===== src/rtl/flap_body.sv =====
// flap_body: vertical physics and life-cycle state of the player body.
// The body waits in READY, flies under gravity with flap impulses in FLY,
// and freezes in DEAD until a new flap returns it to READY.
module flap_body #(
  parameter int W            = 12,
  parameter int H_SIZE       = 8,
  parameter int IX           = 320,
  parameter int IY           = 240,
  parameter int D_HEIGHT     = 480,
  parameter int FLOOR_MARGIN = 30,
  parameter int GRAV         = 1,
  parameter int FLAP_VEL     = 10,
  parameter int VMAX         = 12,
  parameter int COOLDOWN     = 4
) (
  input  logic         i_clk,
  input  logic         i_rst,
  input  logic         i_physics_stb,
  input  logic         i_flap,
  input  logic         i_hit,
  output logic [W-1:0] o_x1,
  output logic [W-1:0] o_x2,
  output logic [W-1:0] o_y1,
  output logic [W-1:0] o_y2,
  output logic [W-1:0] o_vel,
  output logic [1:0]   o_state,
  output logic         o_dead
);

  localparam int FLOOR_Y = D_HEIGHT - FLOOR_MARGIN - H_SIZE;
  localparam int CW      = (COOLDOWN < 1) ? 1 : $clog2(COOLDOWN + 1);

  // Wide signed constants for comparing against the W+1-bit intermediates.
  localparam logic signed [W:0]   CEIL_S  = (W+1)'(H_SIZE);
  localparam logic signed [W:0]   FLOOR_S = (W+1)'(FLOOR_Y);
  localparam logic signed [W:0]   VMAX_S  = (W+1)'(VMAX);
  localparam logic signed [W:0]   GRAV_S  = (W+1)'(GRAV);
  localparam logic signed [W-1:0] FLAP_V  = W'(-FLAP_VEL);
  localparam logic [CW-1:0]       CD_INIT = CW'(COOLDOWN);

  typedef enum logic [1:0] {
    ST_READY = 2'b00,
    ST_FLY   = 2'b01,
    ST_DEAD  = 2'b10
  } state_t;

  state_t                state_q, state_d;
  logic [W-1:0]          y_q, y_d;
  logic signed [W-1:0]   vel_q, vel_d;
  logic [CW-1:0]         cd_q, cd_d;
  logic                  flap_prev_q, flap_prev_d;

  logic                  flap_ev;
  logic signed [W:0]     y_sum;
  logic signed [W:0]     vel_grav;
  logic signed [W-1:0]   vel_sat;

  // Rising edge of the button against last cycle's sample.
  assign flap_ev = i_flap & ~flap_prev_q;

  // Position integration and gravity, one bit wider so that overshoot above
  // the top of the screen shows up as a negative value rather than wrapping.
  assign y_sum    = $signed({1'b0, y_q}) + $signed({vel_q[W-1], vel_q});
  assign vel_grav = $signed({vel_q[W-1], vel_q}) + GRAV_S;
  assign vel_sat  = (vel_grav > VMAX_S) ? VMAX_S[W-1:0] : vel_grav[W-1:0];

  // Next-state logic for the life-cycle FSM and the physics registers.
  always_comb begin
    state_d     = state_q;
    y_d         = y_q;
    vel_d       = vel_q;
    cd_d        = cd_q;
    flap_prev_d = i_flap;
    case (state_q)
      ST_READY: begin
        y_d   = W'(IY);
        vel_d = '0;
        if (flap_ev) begin
          state_d = ST_FLY;
          vel_d   = FLAP_V;
          cd_d    = CD_INIT;
        end
      end
      ST_FLY: begin
        if (i_hit) begin
          // Collision beats any flap in the same cycle; position freezes.
          state_d = ST_DEAD;
          vel_d   = '0;
        end else begin
          if (i_physics_stb) begin
            y_d   = y_sum[W-1:0];
            vel_d = vel_sat;
            if (cd_q != '0) cd_d = cd_q - CW'(1);
          end
          // An accepted flap replaces the gravity step but y still moved
          // by the old velocity above.
          if (flap_ev && (cd_q == '0)) begin
            vel_d = FLAP_V;
            cd_d  = CD_INIT;
          end
          if (i_physics_stb) begin
            if (y_sum < CEIL_S) begin
              y_d   = W'(H_SIZE);
              vel_d = '0;
            end else if (y_sum >= FLOOR_S) begin
              y_d     = W'(FLOOR_Y);
              vel_d   = '0;
              state_d = ST_DEAD;
            end
          end
        end
      end
      ST_DEAD: begin
        if (flap_ev) begin
          state_d = ST_READY;
          y_d     = W'(IY);
          vel_d   = '0;
          cd_d    = '0;
        end
      end
      default: begin
        state_d = ST_READY;
        y_d     = W'(IY);
        vel_d   = '0;
        cd_d    = '0;
      end
    endcase
  end

  // State registers; the previous-flap sample resets high so a button held
  // through reset must be released before it can start a flight.
  always_ff @(posedge i_clk) begin
    if (i_rst) begin
      state_q     <= ST_READY;
      y_q         <= W'(IY);
      vel_q       <= '0;
      cd_q        <= '0;
      flap_prev_q <= 1'b1;
    end else begin
      state_q     <= state_d;
      y_q         <= y_d;
      vel_q       <= vel_d;
      cd_q        <= cd_d;
      flap_prev_q <= flap_prev_d;
    end
  end

  assign o_x1    = W'(IX - H_SIZE);
  assign o_x2    = W'(IX + H_SIZE);
  assign o_y1    = y_q - W'(H_SIZE);
  assign o_y2    = y_q + W'(H_SIZE);
  assign o_vel   = vel_q;
  assign o_state = state_q;
  assign o_dead  = (state_q == ST_DEAD);

endmodule


===== config.mk =====
export PLATFORM = sky130hd
export DESIGN_NAME = flap_body
export DESIGN_NICKNAME = d
export VERILOG_FILES = /design/src/rtl/flap_body.sv
export SDC_FILE = /design/constraint.sdc
export NUM_CORES = 1
export LEC_CHECK = 0
export CAP_MARGIN = 20
export CORE_ASPECT_RATIO = 0.5
export CORE_UTILIZATION = 54
export DETAILED_ROUTE_END_ITERATION = 8
export DONT_BUFFER_PORTS = 1
export PLACE_DENSITY = 0.68
export SYNTH_ARGS = -nofsm -noshare
export SYNTH_HDL_FRONTEND = slang
export SYNTH_SLANG_ARGS = --single-unit

===== constraint.sdc =====
create_clock -name i_clk -period 3.6 [get_ports i_clk]
set_input_delay 0.18 -clock i_clk [delete_from_list [all_inputs] [get_ports i_clk]]
set_output_delay 0.18 -clock i_clk [all_outputs]
set_load 0.01 [all_outputs]

Word-level counts from Yosys, hierarchy flattened. Cells that the tools add are included.

Bits in registers: 30. Bits of input ports: 5.

Add/subtract/negate cells: 5. Bitwise logic cells: 2. Equal/unequal tests: 10. Reductions and logical operators: 7. Order comparisons: 3. Muxes and demuxes: 31.

Operators by type and width (number): two-way mux 12 bit (15); one-hot mux 12 bit (3 select lines) (1); one-hot mux 12 bit (2 select lines) (1); two-way mux 3 bit (6); != test 3 bit, second input constant (5); adder 12 x 2 -> 13 bit, second input constant (1); adder 13 x 12 -> 13 bit (1); greater-or-equal comparator 13 x 10 -> 1 bit, second input constant (1); > comparator 13 x 5 -> 1 bit, second input constant (1); less-than comparator 13 x 5 -> 1 bit, second input constant (1); adder 12 x 4 -> 12 bit, second input constant (1); two-way mux 2 bit (6); subtractor 12 x 4 -> 12 bit, second input constant (1); AND reduction 5 bit (2); one-hot mux 3 bit (3 select lines) (1); one-hot mux 2 bit (3 select lines) (1); != test 2 bit, second input constant (2); logical NOT 3 bit (1); nonzero test 3 bit (1); subtractor 3 x 1 -> 3 bit, second input constant (1); == test 2 x 1 -> 1 bit, second input constant (1); == test 2 bit, second input constant (1); logical NOT 2 bit (1); != test 2 x 1 -> 1 bit, second input constant (1); other kinds (4) (4).

Depth between registers and ports, before layout.
Depth in word-level cells: 10. Depth in mapped cells: 11. Depth with buffers taken out: 10.

Worst setup path after synthesis. No wires, ideal clock.

Path kind: reg-to-reg. From: register vel_q[0] (netlist: o_vel[0]). To: register vel_q[6] (netlist: o_vel[6]). Slack: 0.669 ns. Setup time: 0.100 ns. Data arrival time: 2.832 ns. Data required time: 3.500 ns. Stages on the path, launching flop included: 12. Period minus slack after synthesis: 2.931 ns. Path buffers: 1. Path through: dfxtp_1 -> ha_1 -> inv_1 -> fa_1 -> nand2b_1 -> a21o_1 -> a311oi_2 -> a221oi_2 -> and4_1 -> o41a_1 -> buf_6 -> a2111oi_4.

Cells in the longest elaborated chain, start to end: 10.

Ends and longest elaborated chain: start, declared (line 49) `logic signed [W-1:0] vel_q, vel_d;`; start signal, assigned (line 142) `vel_q <= vel_d;`; adder 12 x 2 -> 13 bit (line 64) `assign vel_grav = $signed({vel_q[W-1], vel_q}) + GRAV_S;`; > comparator 13 x 5 -> 1 bit (line 65) `assign vel_sat = (vel_grav > VMAX_S) ? VMAX_S[W-1:0] : vel_grav[W-1:0];`; two-way mux 12 bit (line 65); two-way mux 12 bit (line 90) `if (i_physics_stb) begin`; two-way mux 12 bit (line 97) `if (flap_ev && (cd_q == '0)) begin`; two-way mux 12 bit (line 105) `end else if (y_sum >= FLOOR_S) begin`; two-way mux 12 bit (line 102) `if (y_sum < CEIL_S) begin`; two-way mux 12 bit (*) (line 101) `if (i_physics_stb) begin`; two-way mux 12 bit (*) (line 85) `if (i_hit) begin`; one-hot mux 12 bit (3 select lines) (*) (line 74) `case (state_q)`.

Every way passes the cells marked *; elsewhere a longest branch is shown, timed or not. A chain may end at the register's enable or synchronous reset.

Final worst setup path.
From: register y_q[0]. To: register vel_q[5] (netlist: o_vel[5]).

Cells in the longest elaborated chain, start to end: 7.

Ends and longest elaborated chain: start, declared (line 48) `logic [W-1:0] y_q, y_d;`; start signal, assigned (line 135) `y_q <= W'(IY);`; start signal, assigned (line 141) `y_q <= y_d;`; adder 13 x 12 -> 13 bit (*) (line 63) `assign y_sum = $signed({1'b0, y_q}) + $signed({vel_q[W-1], vel_q});`; greater-or-equal comparator 13 x 10 -> 1 bit (line 105); two-way mux 12 bit (line 105); two-way mux 12 bit (*) (line 102); two-way mux 12 bit (*) (line 101); two-way mux 12 bit (*) (line 85); one-hot mux 12 bit (3 select lines) (*) (line 74).

Marks and branches as above.

==> flow_summary_export.csv <==
group,metric,value,unit
sta,worst_pin_slew,0.680,ns
routing,wl_per_cell,18.0,um
clocking,path_clk_slew,0.05,ns
routing,drc_errors,6,
global_routing,antenna_found_initial,0,
sta,finClkSkew,0.00761,ns
clocking,cts_tree,"built",
yosys,syn_area,0.00328,mm^2
power_and_ir_drop,p_leak,1.31,nW
sta,whs,0.00632,ns
yosys,ys_seq_area_frac,0.183,
final_layout,nNetsFinal,445,
global_routing,grt_pass1_vias,2913,
final_layout,stdcell_count,493,
global_routing,grt.overflow.total,0,
floorplan,die_y,57.1,um
clocking,post_cts_buffers,0,
floorplan,start_util,0.580,
routing,drt_iter0_drc,194,
sta,finalSetupTns,0,ns
final_layout,drive_gt1_frac,0.105,
floorplan,ios,68,
min_path,hold_class,"in -> reg",
final_layout,final_cell_mix,"nand2_1 (39), a21oi_1 (39), dfxtp_1 (30)",
yosys,ys.flop_type,"dfxtp_1",
yosys,async_reset_ff_frac,0,
sta,setup_viol,0,
final_layout,nFillCells,525,
floorplan,die-area,0.00641,mm^2
power_and_ir_drop,p_per_area,273,mW/mm^2
clocking,cts.sinks,30,
yosys,ys.warnings.count,0,
yosys,synth_cells,432,
final_layout,area_growth,2.75,%
clocking,clockRootBuffer,"clkbuf_16",
yosys,syn_avg_cell_area,7.59,um^2
routing,vias_per_cell,6.40,
worst_setup_path,critPathKind,"reg -> reg",
yosys,synth_cell_types,69,
global_routing,grt_max_degree,19,
yosys,synth_enable_flop_cells,0,
worst_setup_path,crit_path_start_kind,"register",
sta,post-route-min-period,3.33,ns
run_status,status,"finished with violations",
final_layout,regArea,601,um^2
routing,drt_first_pass_iters,8,
worst_setup_path,critPathArrivalTime,3.47,ns
routing,num_vias,3154,
routing,ant_nets,0,
yosys,ys_ff_latch,30,
worst_setup_path,endpoint_kind,"register",
sta,max_freq,0.301,GHz
floorplan,core_area,0.00566,mm^2
job,maxCapViolCount,0,
sta,rsz0062_at_grt,"false",
clocking,cts-buffers-inserted,5,
routing,drt-total-wl,8860,um
sta,finalHoldViolations,0,
run_status,violations,"design-rule violations",
final_layout,utilization,0.596,
place,dp.cells,486,
sta,drv_slew,0,
floorplan,row_count,19,
worst_setup_path,cp_data_required_time,3.75,ns
clocking,clk_latency,0.27,ns
floorplan,die_x,112,um
place,place_congestion,0.942,
worst_setup_path,crit_fanout,11,
global_routing,grt_pass1_wl,14400,um
place,portBuffers,0,
sta,max_slew_margin,0.547,
power_and_ir_drop,vdd_drop_max,154,uV
clocking,htreeDepth,2,
final_layout,diodes,0,
sta,fin_crit_sh,0.924,
power_and_ir_drop,total_power,0.921,mW
final_layout,multiInputGateArea,0.00233,mm^2
clocking,clockBufferDepth,2,
place,hpwl,6720,um
global_routing,grt.total_usage,0.283,
==> Yosys cell counts, types with 4 or more instances <==
library cell / instances / share of area
nand3_1: 14 / 0.021
inv_1: 20 / 0.023
o21a_1: 6 / 0.014
or3_1: 6 / 0.011
xor2_1: 10 / 0.027
a21oi_1: 39 / 0.060
a211oi_1: 6 / 0.014
buf_2: 6 / 0.0092
a21o_1: 4 / 0.0092
dfxtp_1: 30 / 0.18
nor2b_1: 6 / 0.011
nor4_1: 5 / 0.0095
nor3_1: 15 / 0.023
ha_1: 18 / 0.069
o21ai_0: 12 / 0.018
nor3b_1: 4 / 0.0092
o211ai_1: 6 / 0.014
and4_1: 4 / 0.011
nand2_1: 39 / 0.045
clkbuf_1: 17 / 0.019
nand2b_1: 7 / 0.013
o32ai_2: 7 / 0.035
and2_1: 4 / 0.0076
buf_4: 31 / 0.071
a221oi_1: 4 / 0.011
and3_1: 5 / 0.0095
nand4_1: 11 / 0.021
nor2_1: 26 / 0.030
xnor2_1: 9 / 0.024
==> per-layer routing <==
metal  track usage  vias up  share of wire
met5             0        -              0
met4        0.0724        0          0.013
met3        0.0446       13          0.070
met2         0.465      142           0.44
met1         0.393     1486           0.47
li1              -     1513              -
==> stage by stage <==
stage	setup slack (ns)	instance area (um^2)
finish	0.272	3370
global route	0.0902	3370
CTS	0.322	3370
detailed placement	0.360	3220
global placement	0.485	3220
floorplan	0.669	3360
==> report_power, final <==
part	total (mW)	switching, mW	internal (mW)
Sequential	0.349	0.00983	0.339
Combinational	0.170	0.113	0.0575
Clock	0.402	0.136	0.266
==> registers in the layout (all words and copies together) (netlist names) <==
signal / count
cd_q: 3
y_q: 12
o_vel: 12
flap_prev_q: 1
o_state: 2
==> final cells by class <==
type | count | area share
sequential | 30 | 0.178
inverter | 21 | 0.0234
timing repair buffer | 17 | 0.0386
clock buffer | 6 | 0.0412
multi-input combinational | 346 | 0.691
tap | 73 | 0.0271
==> cell families after synthesis <==
family,synth area share
simple gates,0.250
flops,0.183
fa+ha+maj,0.0748
other cells,0.00229
xor+xnor,0.0557
mux,0.00649
buf+inv,0.132
compound gates,0.296
==> path summary, 6_finish.rpt <==
kind | startpoint | end | slack (ns) | cells after the start
max reg2reg | y_q[0]$_SDFFE_PP0P_ | o_vel[5]$_SDFFE_PP0P_ | 0.27 | 11
min reg2reg | cd_q[1]$_SDFFE_PP0P_ | cd_q[1]$_SDFFE_PP0P_ | 0.46 | 2
max | y_q[0]$_SDFFE_PP0P_ | o_vel[5]$_SDFFE_PP0P_ | 0.27 | 11
min | i_rst | o_vel[11]$_SDFFE_PP0P_ | 0.006 | 1
==> critical path: stages, from the launching register on <==
cell and delay (ns):
dfxtp_1 0.46, ha_1 0.24, inv_1 0.06, fa_1 0.37, nand2b_1 0.23, a21o_1 0.25, a21oi_1 0.23, a211o_1 0.13
o211ai_1 0.20, o41a_1 0.46, buf_4 0.21, a2111oi_1 0.36
==> repair_timing <==
| item | 4_1_cts | 5_1_grt |
|---|---|---|
| hold buffers | 1 | 0 |
| endpoints found under the hold margin | 8 | 0 |
| gates resized for setup | 0 | 0 |
Power figures use the tool's default switching activity.
